[src/rtl/mod_exp_ct.sv]
// Constant-time modular exponentiator: result = base^exponent mod modulo,
// right-to-left square-and-multiply on two bit-serial interleaved multipliers.
`timescale 1ns/1ps
module mod_exp_ct #(
  parameter int WIDTH = 32
) (
  input  logic             clk,
  input  logic             reset,
  input  logic             start,
  input  logic             abort,
  input  logic [WIDTH-1:0] base,
  input  logic [WIDTH-1:0] modulo,
  input  logic [WIDTH-1:0] exponent,
  output logic             busy,
  output logic             finish,
  output logic             err,
  output logic [WIDTH-1:0] result
);

  localparam int CW = $clog2(WIDTH);
  localparam int AW = WIDTH + 2;
  localparam logic [CW-1:0] LAST = CW'(WIDTH - 1);

  localparam logic [2:0] S_IDLE = 3'd0;
  localparam logic [2:0] S_RED  = 3'd1;
  localparam logic [2:0] S_EXP  = 3'd2;
  localparam logic [2:0] S_DONE = 3'd3;
  localparam logic [2:0] S_ERR  = 3'd4;

  logic [2:0]       state;
  logic [WIDTH-1:0] base_r, mod_r, exp_r;
  logic [WIDTH-1:0] r_reg, b_reg;
  logic [AW-1:0]    acc1, acc2;
  logic [CW-1:0]    cnt, step;

  logic [CW-1:0]    idx;
  logic [WIDTH-1:0] one_m, b1;
  logic             a1;
  logic [AW-1:0]    nxt1, nxt2;

  // One interleaved step: acc < m and b < m keep the sum below 3m,
  // so two conditional subtractions always restore acc < m.
  function automatic logic [AW-1:0] mm_step(input logic [AW-1:0] acc,
                                            input logic abit,
                                            input logic [WIDTH-1:0] b,
                                            input logic [WIDTH-1:0] m);
    logic [AW-1:0] t;
    logic [AW-1:0] mm;
    mm = {2'b00, m};
    t  = (acc << 1) + (abit ? {2'b00, b} : '0);
    if (t >= mm) t = t - mm;
    if (t >= mm) t = t - mm;
    return t;
  endfunction

  always_comb begin
    idx   = LAST - cnt;
    one_m = (mod_r == WIDTH'(1)) ? '0 : WIDTH'(1);
    a1    = (state == S_RED) ? base_r[idx] : r_reg[idx];
    b1    = (state == S_RED) ? one_m : b_reg;
    nxt1  = mm_step(acc1, a1, b1, mod_r);
    nxt2  = mm_step(acc2, b_reg[idx], b_reg, mod_r);
  end

  assign busy = (state == S_RED) || (state == S_EXP) || (state == S_DONE);

  always_ff @(posedge clk or posedge reset) begin
    if (reset) begin
      state  <= S_IDLE;
      base_r <= '0;
      mod_r  <= '0;
      exp_r  <= '0;
      r_reg  <= '0;
      b_reg  <= '0;
      acc1   <= '0;
      acc2   <= '0;
      cnt    <= '0;
      step   <= '0;
      finish <= 1'b0;
      err    <= 1'b0;
      result <= '0;
    end else begin
      finish <= 1'b0;
      case (state)
        S_IDLE: begin
          if (start) begin
            base_r <= base;
            mod_r  <= modulo;
            exp_r  <= exponent;
            acc1   <= '0;
            acc2   <= '0;
            cnt    <= '0;
            step   <= '0;
            if (modulo == '0) begin
              state <= S_ERR;
            end else begin
              err   <= 1'b0;
              state <= S_RED;
            end
          end
        end
        S_ERR: begin
          finish <= 1'b1;
          err    <= 1'b1;
          result <= '0;
          state  <= S_IDLE;
        end
        S_RED: begin
          if (abort) begin
            state <= S_IDLE;
          end else if (cnt == LAST) begin
            b_reg <= nxt1[WIDTH-1:0];
            r_reg <= one_m;
            acc1  <= '0;
            cnt   <= '0;
            state <= S_EXP;
          end else begin
            acc1 <= nxt1;
            cnt  <= cnt + 1'b1;
          end
        end
        S_EXP: begin
          // Both products run every step; the exponent bit only selects
          // whether R takes the new value, so timing never depends on data.
          if (abort) begin
            state <= S_IDLE;
          end else if (cnt == LAST) begin
            if (exp_r[step]) r_reg <= nxt1[WIDTH-1:0];
            b_reg <= nxt2[WIDTH-1:0];
            acc1  <= '0;
            acc2  <= '0;
            cnt   <= '0;
            if (step == LAST) state <= S_DONE;
            else              step  <= step + 1'b1;
          end else begin
            acc1 <= nxt1;
            acc2 <= nxt2;
            cnt  <= cnt + 1'b1;
          end
        end
        S_DONE: begin
          if (abort) begin
            state <= S_IDLE;
          end else begin
            result <= r_reg;
            finish <= 1'b1;
            state  <= S_IDLE;
          end
        end
        default: state <= S_IDLE;
      endcase
    end
  end

endmodule

[config.mk]
export PLATFORM = sky130hd
export DESIGN_NAME = mod_exp_ct
export DESIGN_NICKNAME = d
export VERILOG_FILES = /design/src/rtl/mod_exp_ct.sv
export SDC_FILE = /design/constraint.sdc
export NUM_CORES = 1
export LEC_CHECK = 0
export ABC_CLOCK_PERIOD_IN_PS = 22900
export BUFFER_PORTS_ARGS = -buffer_cell sky130_fd_sc_hd__buf_2
export CORE_MARGIN = 2
export CORE_UTILIZATION = 50
export DETAILED_ROUTE_END_ITERATION = 12
export PLACE_DENSITY = 0.67
export SLEW_MARGIN = 20
export SYNTH_ARGS = -nofsm -noshare
export SYNTH_HDL_FRONTEND = slang
export SYNTH_SLANG_ARGS = --single-unit
export TNS_END_PERCENT = 50
[constraint.sdc]
create_clock -name clk -period 22.9 [get_ports clk]
set_clock_uncertainty 0.15 [all_clocks]
set_input_delay 4.58 -clock clk [delete_from_list [all_inputs] [get_ports clk]]
set_output_delay 4.58 -clock clk [all_outputs]
set_load 0.05 [all_outputs]
# Word-level counts from Yosys, hierarchy flattened
# Index checks and enable logic that the tools add are counted.
totals:
  regBits: 273
  elab_cells: 125
  out_inout_bits: 35
  input_bits: 100
classes:
  reduce_logical: 19
  muxes: 58
  add_sub_neg: 9
  order_cmp: 6
  eq_ne: 20
op_table:
  columns: ["op", "count"]
  rows:
  - ["two-way mux 32 bit", 13]
  - ["two-way mux 33 bit", 7]
  - ["one-hot mux 32 bit (2 select lines)", 3]
  - [">= comparator 34 x 32 -> 1 bit", 4]
  - ["one-hot mux 33 bit (2 select lines)", 2]
  - ["adder 34 x 32 -> 34 bit", 2]
  - ["two-way mux 34 bit", 2]
  - ["subtractor 34 x 32 -> 34 bit", 2]
  - ["subtractor 33 x 32 -> 33 bit", 2]
  - ["equality test 32 x 1 -> 1 bit (second input constant)", 1]
  - ["logical NOT 32 bit", 1]
  - ["two-way mux 5 bit", 6]
  - ["two-way mux 3 bit", 7]
  - ["binary-select mux 1 bit (select 5 bit)", 4]
  - ["one-hot mux 5 bit (2 select lines)", 2]
  - ["inequality test 2 bit (second input constant)", 7]
  - ["less-than comparator 5 x 6 -> 1 bit (second input constant)", 2]
  - ["adder 5 x 1 -> 5 bit (second input constant)", 2]
  - ["equality test 5 bit (second input constant)", 2]
  - ["AND reduction 5 bit", 2]
  - ["nonzero test 2 bit", 5]
  - ["two-way mux 1 bit", 9]
  - ["inequality test 3 x 2 -> 1 bit (second input constant)", 3]
  - ["one-hot mux 3 bit (3 select lines)", 1]
  - ["other kinds (13)", 21]

# Depth between registers and ports, before layout
# Gate-level depths: netlist (run 1).
depth:
  word_depth: 14
  ltp_mapped: 47
  depth_no_buf: 41

# Worst setup path before layout (run 1)
# OpenSTA, ideal clock, no wires.
synth_path:
  path_type: "flip-flop to flip-flop"
  start: "register cnt[0]"
  end: "register b_reg[24]"
  arrival_ps: 9376
  path_stages_with_launch: 48
  path_buffers: 9
  setup_time_ps: 142
  setup_slack_ps: 13231
  path_cell_list: "dfrtp_1 -> buf_2 -> buf_2 -> mux2i_1 -> o221ai_1 -> o22ai_1 -> a211oi_1 -> o22ai_1 -> clkbuf_1 -> nor2_1 -> ha_1 -> inv_1 -> fa_1 -> nand2b_1 -> a2111oi_0 -> o311ai_0 -> a21oi_1 -> o21ai_2 -> (+12 left out) -> nand2_1 -> o21ai_0 -> ha_1 -> buf_2 -> and4_1 -> and3_1 -> a21oi_1 -> o21ai_1 -> o311ai_2 -> a31oi_1 -> a211oi_1 -> and3b_1 -> and2_4 -> buf_6 -> buf_8 -> buf_12 -> mux2i_2 -> o221ai_1"
synth_via:
  elab_chain_cells: 13
synth_lines:
  columns: ["element", "line_no", "source"]
  rows:
  - ["start, declared", "34", "logic [CW-1:0] cnt, step;"]
  - ["start signal, assigned", "119", "cnt <= cnt + 1'b1;"]
  - ["start signal, assigned", "138", "cnt <= cnt + 1'b1;"]
  - ["subtractor 5 bit", "57", "idx = LAST - cnt;"]
  - ["binary-select mux 1 bit (select 5 bit)", "59", "a1 = (state == S_RED) ? base_r[idx] : r_reg[idx];"]
  - ["two-way mux 1 bit (implied by the code)", "59", null]
  - ["two-way mux 1 bit", "59", null]
  - ["two-way mux 32 bit", "50", "t = (acc << 1) + (abit ? {2'b00, b} : '0);"]
  - ["adder 34 x 32 -> 34 bit", "50", null]
  - ["subtractor 34 x 32 -> 34 bit or >= comparator 34 x 32 -> 1 bit (tied branches)", "51", "if (t >= mm) t = t - mm;"]
  - ["two-way mux 34 bit", "51", null]
  - ["subtractor 33 x 32 -> 33 bit or >= comparator 34 x 32 -> 1 bit (tied branches)", "52", "if (t >= mm) t = t - mm;"]
  - ["two-way mux 33 bit", "52", null]
  - ["two-way mux 32 bit", "111", "end else if (cnt == LAST) begin"]
  - ["two-way mux 32 bit", "109", "if (abort) begin"]
  - ["one-hot mux 32 bit (2 select lines)", "84", "case (state)"]
  - ["end signal, assigned", "112", "b_reg <= nxt1[WIDTH-1:0];"]
  - ["end signal, assigned", "129", "b_reg <= nxt2[WIDTH-1:0];"]
  - ["end, declared", "32", "logic [WIDTH-1:0] r_reg, b_reg;"]
# Parallel ways exist; a longest one is shown, timed or not. The select of a mux whose other input is x is not followed.
# A chain may end at the register's enable or synchronous reset.

# Final worst setup path (run 1)
layout_path:
  start: "register cnt[1]"
  end: "register b_reg[23]"
# The elaborated chain is that of the path after synthesis.

==> impl_results.md, run 1 <==
- Outcome: finished, final reports clean
- Core Region: 46400 um^2
- Share of layout cells above drive strength 1: 11.0%
- Worst path arrival time: 13.33 ns
- GP Congestion: 0.989
- Clock transition at path regs: 0.06 ns
- Synth Instances: 2870
- Crit path launch type: flop
- Remaining DRCs: 0
- Vias in the first global route: 21300
- Class of the worst hold path: reg -> reg
- Slew Viols, Final: 0
- Crit Path Max Fanout: 34
- Worst Tran Pin Value: 0.983 ns
- Critical path type: reg -> reg
- Ys async rst share: 100%
- CTS H-Tree Depth: 2
- Die Wd: 220 um
- Tmin final: 13.04 ns
- Multi-input gate area: 15500 um^2
- First drt pass iteration count: 6
- # rows: 79
- Syn nets: 3170
- Antenna viol nets, final: 0
- Root buf cell: clkbuf_16
- Post-cts sizing count: 0
- First-pass GRT wire length: 121000 um
- Most common cell after layout, fill and taps aside: nand2_1
- Final WL: 78200 um
- Crit-path slowest cell: dfrtp_1
- Setup TNS: 0 ns
- Number of failing hold endpoints at the final stage: 0
- Initial drt markers: 1963
- CTS tree: yes
- Synthesized area per cell: 8.14 um^2
- Ant diodes: 0
- Largest net degree at the start of global routing: 124
- Clk sink count: 273
- Post-Syn Area: 23400 um^2
- Max_cap viols: 0
- Hold path depth: 2
- GRT Max-Usage Layer: met2
- Period utilisation layout: 56.9%
- CP endpoint kind: flop
- FF/Latch Area: 6830 um^2
- Achievable frequency: 76.7 MHz
- # hold bufs at CTS: 0
- Initial antenna violation count: 1
- Most frequent cells in the layout: nand2_1, dfrtp_1, o21ai_0
- Max-Slew Margin vs Limit: 32.8%
- Dominant register cell in the synthesized netlist: dfrtp_1
- Met3 Use GR: 3.55%
- Postcts setup bufs: 0
- Synth area leaders: dfrtp_1, ha_1, nand2_1
- Port Buffers: 134
- Total gr overflow: 0
- Worst endpoint required time: 23.19 ns
- DP Wirelength: 61400 um
- Largest registers: acc1: 33 flops, acc2: 33 flops
- Die H: 220 um
- Nets: 3240
- Crit-path max cell delay: 0.97 ns
- Die area: 48500 um^2
- Ports: 135
- Filler Cell Count: 4404
- Post-synthesis cell type count: 92
- Avg WL per Cell: 21.9 um
- Synthesis warning total: 0
- Seq cells post-synth: 273
- Clk Latency, worst-skew pair: 0.57 ns
- Met2 Usage GRT: 54.4%
- GRT Util Overall: 32.5%
- Clock Path Buffers: 3
- R2r worst-path depth: 40
- RSZ-0062 raised after global routing: false
- Sequential element share of the synthesized area: 29.2%
- Top cell type's share of synthesized area: 29.2%
- Final setup viols: 0
- Top cell type by total area after synthesis: dfrtp_1
- Vias per cell: 6.14
- Area grow syn2layout: 9.73%
- EDFF count, synth: 0
- M1 GR Usage: 41.2%
- DR vias: 21900
- Initial core utilization: 50.4%
- Num CTS Buffers: 35
==> cells by family (layout without fill, tap and decap cells) <==
kind of cell	Yosys count	after routing	share of synthesized area [%]
buffers and inverters	261	354	4.47
xor gates and xnor gates	163	163	6.14
DFF	273	273	29.2
muxes	147	147	7.90
AOI/OAI and AO/OA	803	803	22.0
adders and majority gates	200	200	10.9
and+or+nand+nor	1023	1023	19.3
==> layer usage <==
layer / vias to the layer above / routed length (um)
li1: 10400 / -
met1: 10500 / 32500
met2: 813 / 36500
met3: 176 / 4430
met4: 0 / 4810
met5: - / 0
==> synthesized netlist by cell type, types with 49 or more instances <==
cell	instances
clkbuf_1	92
xor2_1	49
xnor2_1	113
a21oi_1	193
nand3_1	65
ha_1	194
dfrtp_1	273
inv_1	139
nand2_1	554
a21o_1	80
nor2_1	187
o21ai_0	229
mux2i_1	81
==> worst max-delay path: cells and delay by family, from the launching register on <==
family | cells | cell delay, ns
flops | 1 | 0.97
buf+inv | 4 | 0.77
fa+ha+maj | 5 | 1.41
mux | 3 | 0.81
compound gates | 21 | 6.49
simple gates | 7 | 2.25
==> final timing paths <==
| check | start | to | slack, ns |
|---|---|---|---|
| max in group asynchronous | reset | exp_r[9]$_DFFE_PP0P_ | 16.15 |
| worst max register to register | cnt[1]$_DFFE_PP0P_ | b_reg[23]$_DFFE_PP0P_ | 9.86 |
| min in group asynchronous | reset | result[26]$_DFFE_PP0P_ | 4.00 |
| worst min register to register | result[13]$_DFFE_PP0P_ | result[13]$_DFFE_PP0P_ | 0.31 |
| worst min-delay path | result[13]$_DFFE_PP0P_ | result[13]$_DFFE_PP0P_ | 0.31 |
| worst max-delay path | cnt[1]$_DFFE_PP0P_ | b_reg[23]$_DFFE_PP0P_ | 9.86 |
==> through the flow <==
stage / instance area, um^2 / cells / hold slack, ns / worst slack (ns) / util [%]
floorplan: 23400 / 2870 / 0.290 / 10.65 / -
global placement: 24500 / 3510 / 0.294 / 10.67 / 52.8
CTS: 25600 / 3570 / 0.314 / 10.25 / 55.3
global route: 25600 / 3570 / 0.337 / 9.22 / 55.3
finish: 25600 / 3570 / 0.309 / 9.86 / 55.3
detailed placement: 24500 / 3510 / 0.300 / 10.34 / 52.8
==> final cells by class <==
cell class	instances	share of cell area, %
multi-input combinational	2336	60.6
inverter	139	2.06
timing repair buffer	155	3.23
sequential	273	26.7
clock buffer	48	3.96
clock inverter	12	0.566
tap	607	2.96
Power of run 1 is left out: the tool's default activity adds up to more than one toggle a clock period on the data nets, which glitch-free logic cannot reach.
==> inputs of run 2 (changes only) <==
- ABC_CLOCK_PERIOD_IN_PS: 22900 -> 10600
- PLACE_DENSITY: 0.67 -> 0.7
- clock period: 22.9 -> 10.6 ns (I/O delays scaled with it)
==> run 2 against run 1 <==
  * Critical path depth unchanged
  * Non-clock buffer count up 140
  * Sequential share of layout area decreased by 1.4 points
  * First-iteration DRC count down 3.6%
  * Die area did not move
  * Register-to-register slack worse by 9.4 ns
  * Highest routed layer unchanged
  * Cell count rose by 3.9%
  * Via count grew 2.5%
  * Sequential cell count unchanged
  * Utilization up 3.0 points
  * Fmax increased by 28%
==> impl_results.md, run 2 (same netlist as run 1, synthesis figures left out) <==
- Root buf cell: clkbuf_16
- R2R Path Start: cnt[0]$_DFFE_PP0P_
- Total gr overflow: 0 (unchanged)
- First drt pass iteration count: 6 (unchanged)
- RSZ-0062 raised after global routing: true
- Clk Latency, worst-skew pair: 0.57 ns (about the same)
- Vias per cell: 6.06 (-1.4%)
- First-pass GRT wire length: 123000 um (+1.7%)
- Die area: 48500 um^2 (unchanged)
- Filler Cell Count: 4286 (-2.7%)
- Largest registers: acc1: 33 flops, acc2: 33 flops
- Number of failing hold endpoints at the final stage: 0 (unchanged)
- Crit path launch type: flop
- DP Wirelength: 63600 um (+3.5%)
- Slew Viols, Final: 0 (unchanged)
- Worst path arrival time: 10.44 ns (-2.89 ns)
- Avg WL per Cell: 21.8 um (-0.58%)
- Critical path type: reg -> reg
- Tmin final: 10.15 ns (-2.89 ns)
- R2R setup slack: 0.45 ns (-9.41 ns)
- Most common cell after layout, fill and taps aside: nand2_1
- CP endpoint kind: flop
- Ports: 135 (unchanged)
- Class of the worst hold path: reg -> reg
- FF/Latch Area: 6830 um^2 (about the same)
- R2r worst-path depth: 40 (unchanged)
- Vias in the first global route: 21900 (+3.0%)
- Period utilisation layout: 95.8% (+39 points)
- Max_cap viols: 0 (unchanged)
- GRT Util Overall: 33.1% (+0.59 points)
- Antenna viol nets, final: 0 (unchanged)
- Most frequent cells in the layout: nand2_1, dfrtp_1, o21ai_0
- Share of layout cells above drive strength 1: 16.3% (+5.3 points)
- Core Region: 46400 um^2 (unchanged)
- Initial antenna violation count: 1 (unchanged)
- Worst endpoint required time: 10.89 ns (-12.30 ns)
- DR vias: 22500 (+2.5%)
- CTS H-Tree Depth: 2 (unchanged)
- Area grow syn2layout: 15.7%
- Crit-path slowest cell: mux4_2
- Final WL: 80800 um (+3.3%)
- Max-Slew Margin vs Limit: 29.4% (-3.4 points)
- Die H: 220 um (unchanged)
- Port Buffers: 134 (unchanged)
- Worst Tran Pin Value: 1.06 ns (+0.0757 ns)
- Worst Setup Slack, final: 0.449 ns (-9.41 ns)
- GP Congestion: 1.06 (+7.6%)
- Die Wd: 220 um (unchanged)
- Clock Path Buffers: 3 (unchanged)
- CTS tree: yes
- Outcome: finished, final reports clean
- Pre-CTS WS: -0.265 ns (-10.61 ns)
- RR Endpoint: b_reg[1]$_DFFE_PP0P_
- Nets: 3379 (+4.3%)
- Achievable frequency: 98.5 MHz (+28%)
- Multi-input gate area: 15700 um^2 (+1.4%)
- Remaining DRCs: 0 (unchanged)
- Crit Path Max Fanout: 23 (-32%)
- Worst setup path startpoint: cnt[0]$_DFFE_PP0P_
- Initial drt markers: 1892 (-3.6%)
- Clock transition at path regs: 0.06 ns (about the same)
- Crit-path max cell delay: 0.60 ns (-0.37 ns)
- # rows: 79 (unchanged)
- Initial core utilization: 50.4% (unchanged)
- Num CTS Buffers: 34 (-2.9%)
- Crit path capture: b_reg[1]$_DFFE_PP0P_
- Ant diodes: 0 (unchanged)
- Clk sink count: 273 (unchanged)
- Largest net degree at the start of global routing: 155 (+25%)
- Final setup viols: 0 (unchanged)
-- run 2: cell type report --
class / instances / share of cell area (%)
multi-input cells: 2336 / 58.2
flip-flops and latches: 273 / 25.3
repair buffers: 295 / 7.49
clock buffers: 46 / 3.54
well taps: 607 / 2.81
inverters: 139 / 1.96
clock inverters: 15 / 0.680
-- run 2: metal layers --
metal / vias up / part of all wire [%] / global-route usage, %
met1: 10800 / 42 / 42.7
met2: 771 / 47 / 56.2
met5: - / 0 / 0
li1: 10700 / - / -
met3: 168 / 5.8 / 4.14
met4: 0 / 4.7 / 14.0
-- run 2: worst min-delay path by stage --
stage                                 startpoint                endpoint  slack, ns  depth (start not counted)
after floorplan           base_r[13]$_DFFE_PP0P_  base_r[13]$_DFFE_PP0P_       0.29                          2
after global placement    result[21]$_DFFE_PP0P_  result[21]$_DFFE_PP0P_       0.30                          2
after detailed placement   result[8]$_DFFE_PP0P_   result[8]$_DFFE_PP0P_       0.30                          2
after CTS                 result[13]$_DFFE_PP0P_  result[13]$_DFFE_PP0P_       0.32                          2
after global routing      result[30]$_DFFE_PP0P_  result[30]$_DFFE_PP0P_       0.34                          2
final                     result[13]$_DFFE_PP0P_  result[13]$_DFFE_PP0P_       0.31                          2
-- run 2: stage by stage --
| stage | setup TNS, ns | instances | hold slack [ns] | cell area, um^2 | utilization [%] |
|---|---|---|---|---|---|
| global placement | -0.432 | 3645 | 0.296 | 25600 | 55.2 |
| global route | -0.0139 | 3711 | 0.338 | 27000 | 58.3 |
| CTS | 0 | 3706 | 0.317 | 26800 | 57.8 |
| finish | 0 | 3711 | 0.312 | 27000 | 58.3 |
| floorplan | 0 | 2870 | 0.290 | 23400 | - |
| detailed placement | -2.33 | 3645 | 0.304 | 25600 | 55.2 |
-- run 2: repair_timing --
action,CTS,global route
setup buffers,0,4
resized for setup,7,54
setup endpoints to repair,49,130
pin swaps,0,4
hold buffers,0,0
cloned,0,1
-- run 2: critical path: cells and delay by family (launching register included) --
family,cells,cell delay [ns]
adder cells (fa/ha/maj),4,1.46
AO/OA/AOI/OAI,17,3.53
flip-flops,1,0.40
XOR/XNOR,1,0.27
multiplexers,3,1.21
AND/OR/NAND/NOR,8,1.64
buffers and inverters,7,1.33
Power of run 2 is left out for the same reason.
==> inputs of run 3 (changes only) <==
- CELL_PAD_IN_SITES_DETAIL_PLACEMENT: not set -> 1
- CELL_PAD_IN_SITES_GLOBAL_PLACEMENT: not set -> 1
- CORE_UTILIZATION: 50 -> 43
- PLACE_DENSITY: 0.7 -> not set
- PLACE_DENSITY_LB_ADDON: not set -> 0.1
==> run 3 against run 2 <==
  * First-iteration DRC count decreased by 30%
  * Global-route usage is 1.5 points lower
  * Die area increased by 16%
  * Hold slack worse by 0.0035 ns
==> impl_results.md, run 3 (same netlist as run 1, synthesis figures left out) <==
- Clock transition at path regs: 0.06 ns (about the same)
- Port Buffers: 134 (unchanged)
- Achievable frequency: 98.9 MHz (+0.44%)
- Crit path launch type: flop
- DP Wirelength: 71500 um (+13%)
- Crit Path Max Fanout: 30 (+30%)
- Initial core utilization: 43.4% (-7.0 points)
- Max-Slew Margin vs Limit: 30.9% (+1.5 points)
- Outcome: finished, final reports clean
- # hold bufs at CTS: 0 (unchanged)
- Area grow syn2layout: 14.9%
- Crit-path max cell delay: 0.56 ns (-0.04 ns)
- Worst path arrival time: 10.40 ns (-0.04 ns)
- Filler Cell Count: 6464 (+51%)
- Avg WL per Cell: 23.8 um (+9.5%)
- Final setup viols: 0 (unchanged)
- Post-layout instance area: 26800 um^2 (-0.74%)
- First drt pass iteration count: 5 (-1)
- Total gr overflow: 0 (unchanged)
- Initial antenna violation count: 2 (+1)
- DR vias: 22400 (-0.32%)
- Root buf cell: clkbuf_16
- Core Region: 53800 um^2 (+16%)
- Clk sink count: 273 (unchanged)
- RSZ-0062 raised after global routing: true
- GRT Util Overall: 31.7% (-1.5 points)
- Initial drt markers: 1319 (-30%)
- Most frequent cells in the layout: nand2_1, dfrtp_1, o21ai_0
- Critical path type: reg -> reg
- GP Congestion: 0.939 (-12%)
- CP endpoint kind: flop
- Die area: 56200 um^2 (+16%)
- Worst Tran Pin Value: 1.04 ns (-0.0224 ns)
- Slew Viols, Final: 0 (unchanged)
- CTS H-Tree Depth: 2 (unchanged)
- Nets: 3335 (-1.3%)
- First-pass GRT wire length: 138000 um (+12%)
- Vias per cell: 5.97 (-1.4%)
- Number of failing hold endpoints at the final stage: 0 (unchanged)
- Largest registers: acc1: 33 flops, acc2: 33 flops
- Period utilisation layout: 95.3% (-0.42 points)
- Final WL: 89500 um (+11%)
- Worst endpoint required time: 10.89 ns (about the same)
- Tmin final: 10.11 ns (-0.0444 ns)
- Class of the worst hold path: reg -> reg
- Remaining DRCs: 0 (unchanged)
- # rows: 85 (+7.6%)
- CTS tree: yes
- Clk Latency, worst-skew pair: 0.56 ns (about the same)
- Cell Area, Placed: 25300 um^2 (-1.1%)
- Num CTS Buffers: 35 (+2.9%)
- Die H: 237 um (+7.7%)
- Most common cell after layout, fill and taps aside: nand2_1
- R2R setup slack: 0.49 ns (+0.04 ns)
- Clock Path Buffers: 3 (unchanged)
- Vias in the first global route: 23500 (+7.4%)
- Crit-path slowest cell: mux4_2
- Share of layout cells above drive strength 1: 15.0% (-1.3 points)
- Largest net degree at the start of global routing: 151 (-2.6%)
- Antenna viol nets, final: 0 (unchanged)
- Die Wd: 237 um (+7.7%)
- Ports: 135 (unchanged)
- Max_cap viols: 0 (unchanged)
## run 3: cell types whose count changed in the layout (fill, tap and decap cells not counted), sizes merged
cell      change
diode         +1
clkinv        -6
buf          -44
bufinv        +2
clkbuf        +2
clkinvlp      -1
inv           -1
## run 3: timing repair
item | 4_1_cts | 5_1_grt
hold endpoints to repair | 0 | 0
resized for setup | 12 | 58
pin swaps | 0 | 7
cloned | 0 | 0
endpoints found under the setup margin | 109 | 130
setup buffers | 0 | 6
## run 3: path summary, 6_finish.rpt
check                                           start                endpoint  depth (start not counted)
worst max-delay path               cnt[0]$_DFFE_PP0P_    b_reg[1]$_DFFE_PP0P_                         42
worst min-delay path            result[9]$_DFFE_PP0P_   result[9]$_DFFE_PP0P_                          2
worst max register to register     cnt[0]$_DFFE_PP0P_    b_reg[1]$_DFFE_PP0P_                         42
worst min register to register  result[9]$_DFFE_PP0P_   result[9]$_DFFE_PP0P_                          2
max in group asynchronous                       reset   exp_r[15]$_DFFE_PP0P_                          3
min in group asynchronous                       reset  result[24]$_DFFE_PP0P_                          2
## run 3: area by class of cell
class                      count  area (um^2)  share of cell area [%]
multi-input combinational   2336        15800                    59.0
sequential                   273         6830                    25.5
timing repair buffer         250         1640                    6.10
clock buffer                  49          988                    3.68
tap                          696          871                    3.25
inverter                     139          529                    1.97
clock inverter                 9          153                   0.569
antenna                        1         2.50                 0.00933
## run 3: stage by stage
step           setup TNS (ns)  util (%)  setup slack (ns)  hold WS [ns]  instances
6_report                    0      49.9             0.494         0.308       3753
5_1_grt                -0.482      49.9           -0.0412         0.350       3752
4_1_cts                     0      49.3            0.0178         0.314       3746
3_5_place_dp           -17.00      47.1            -0.387         0.302       3688
3_3_place_gp           -0.349      47.1           -0.0603         0.295       3688
2_1_floorplan               0         -             0.806         0.290       2870
## run 3: worst max-delay path, delay by kind of cell, from the launching register on
family          cells  cell delay (ns)
mux                 4             1.21
flops               1             0.44
compound gates     19             3.88
simple gates        7             1.54
buf+inv             8             1.40
fa+ha+maj           4             1.34
## run 3: routing by layer
metal / GRT usage, % / part of all wire [%]
met2: 56.1 / 50
met3: 3.59 / 3.7
met5: 0 / 0.019
met1: 39.7 / 43
met4: 11.8 / 3.7
Power of run 3 is left out for the same reason.
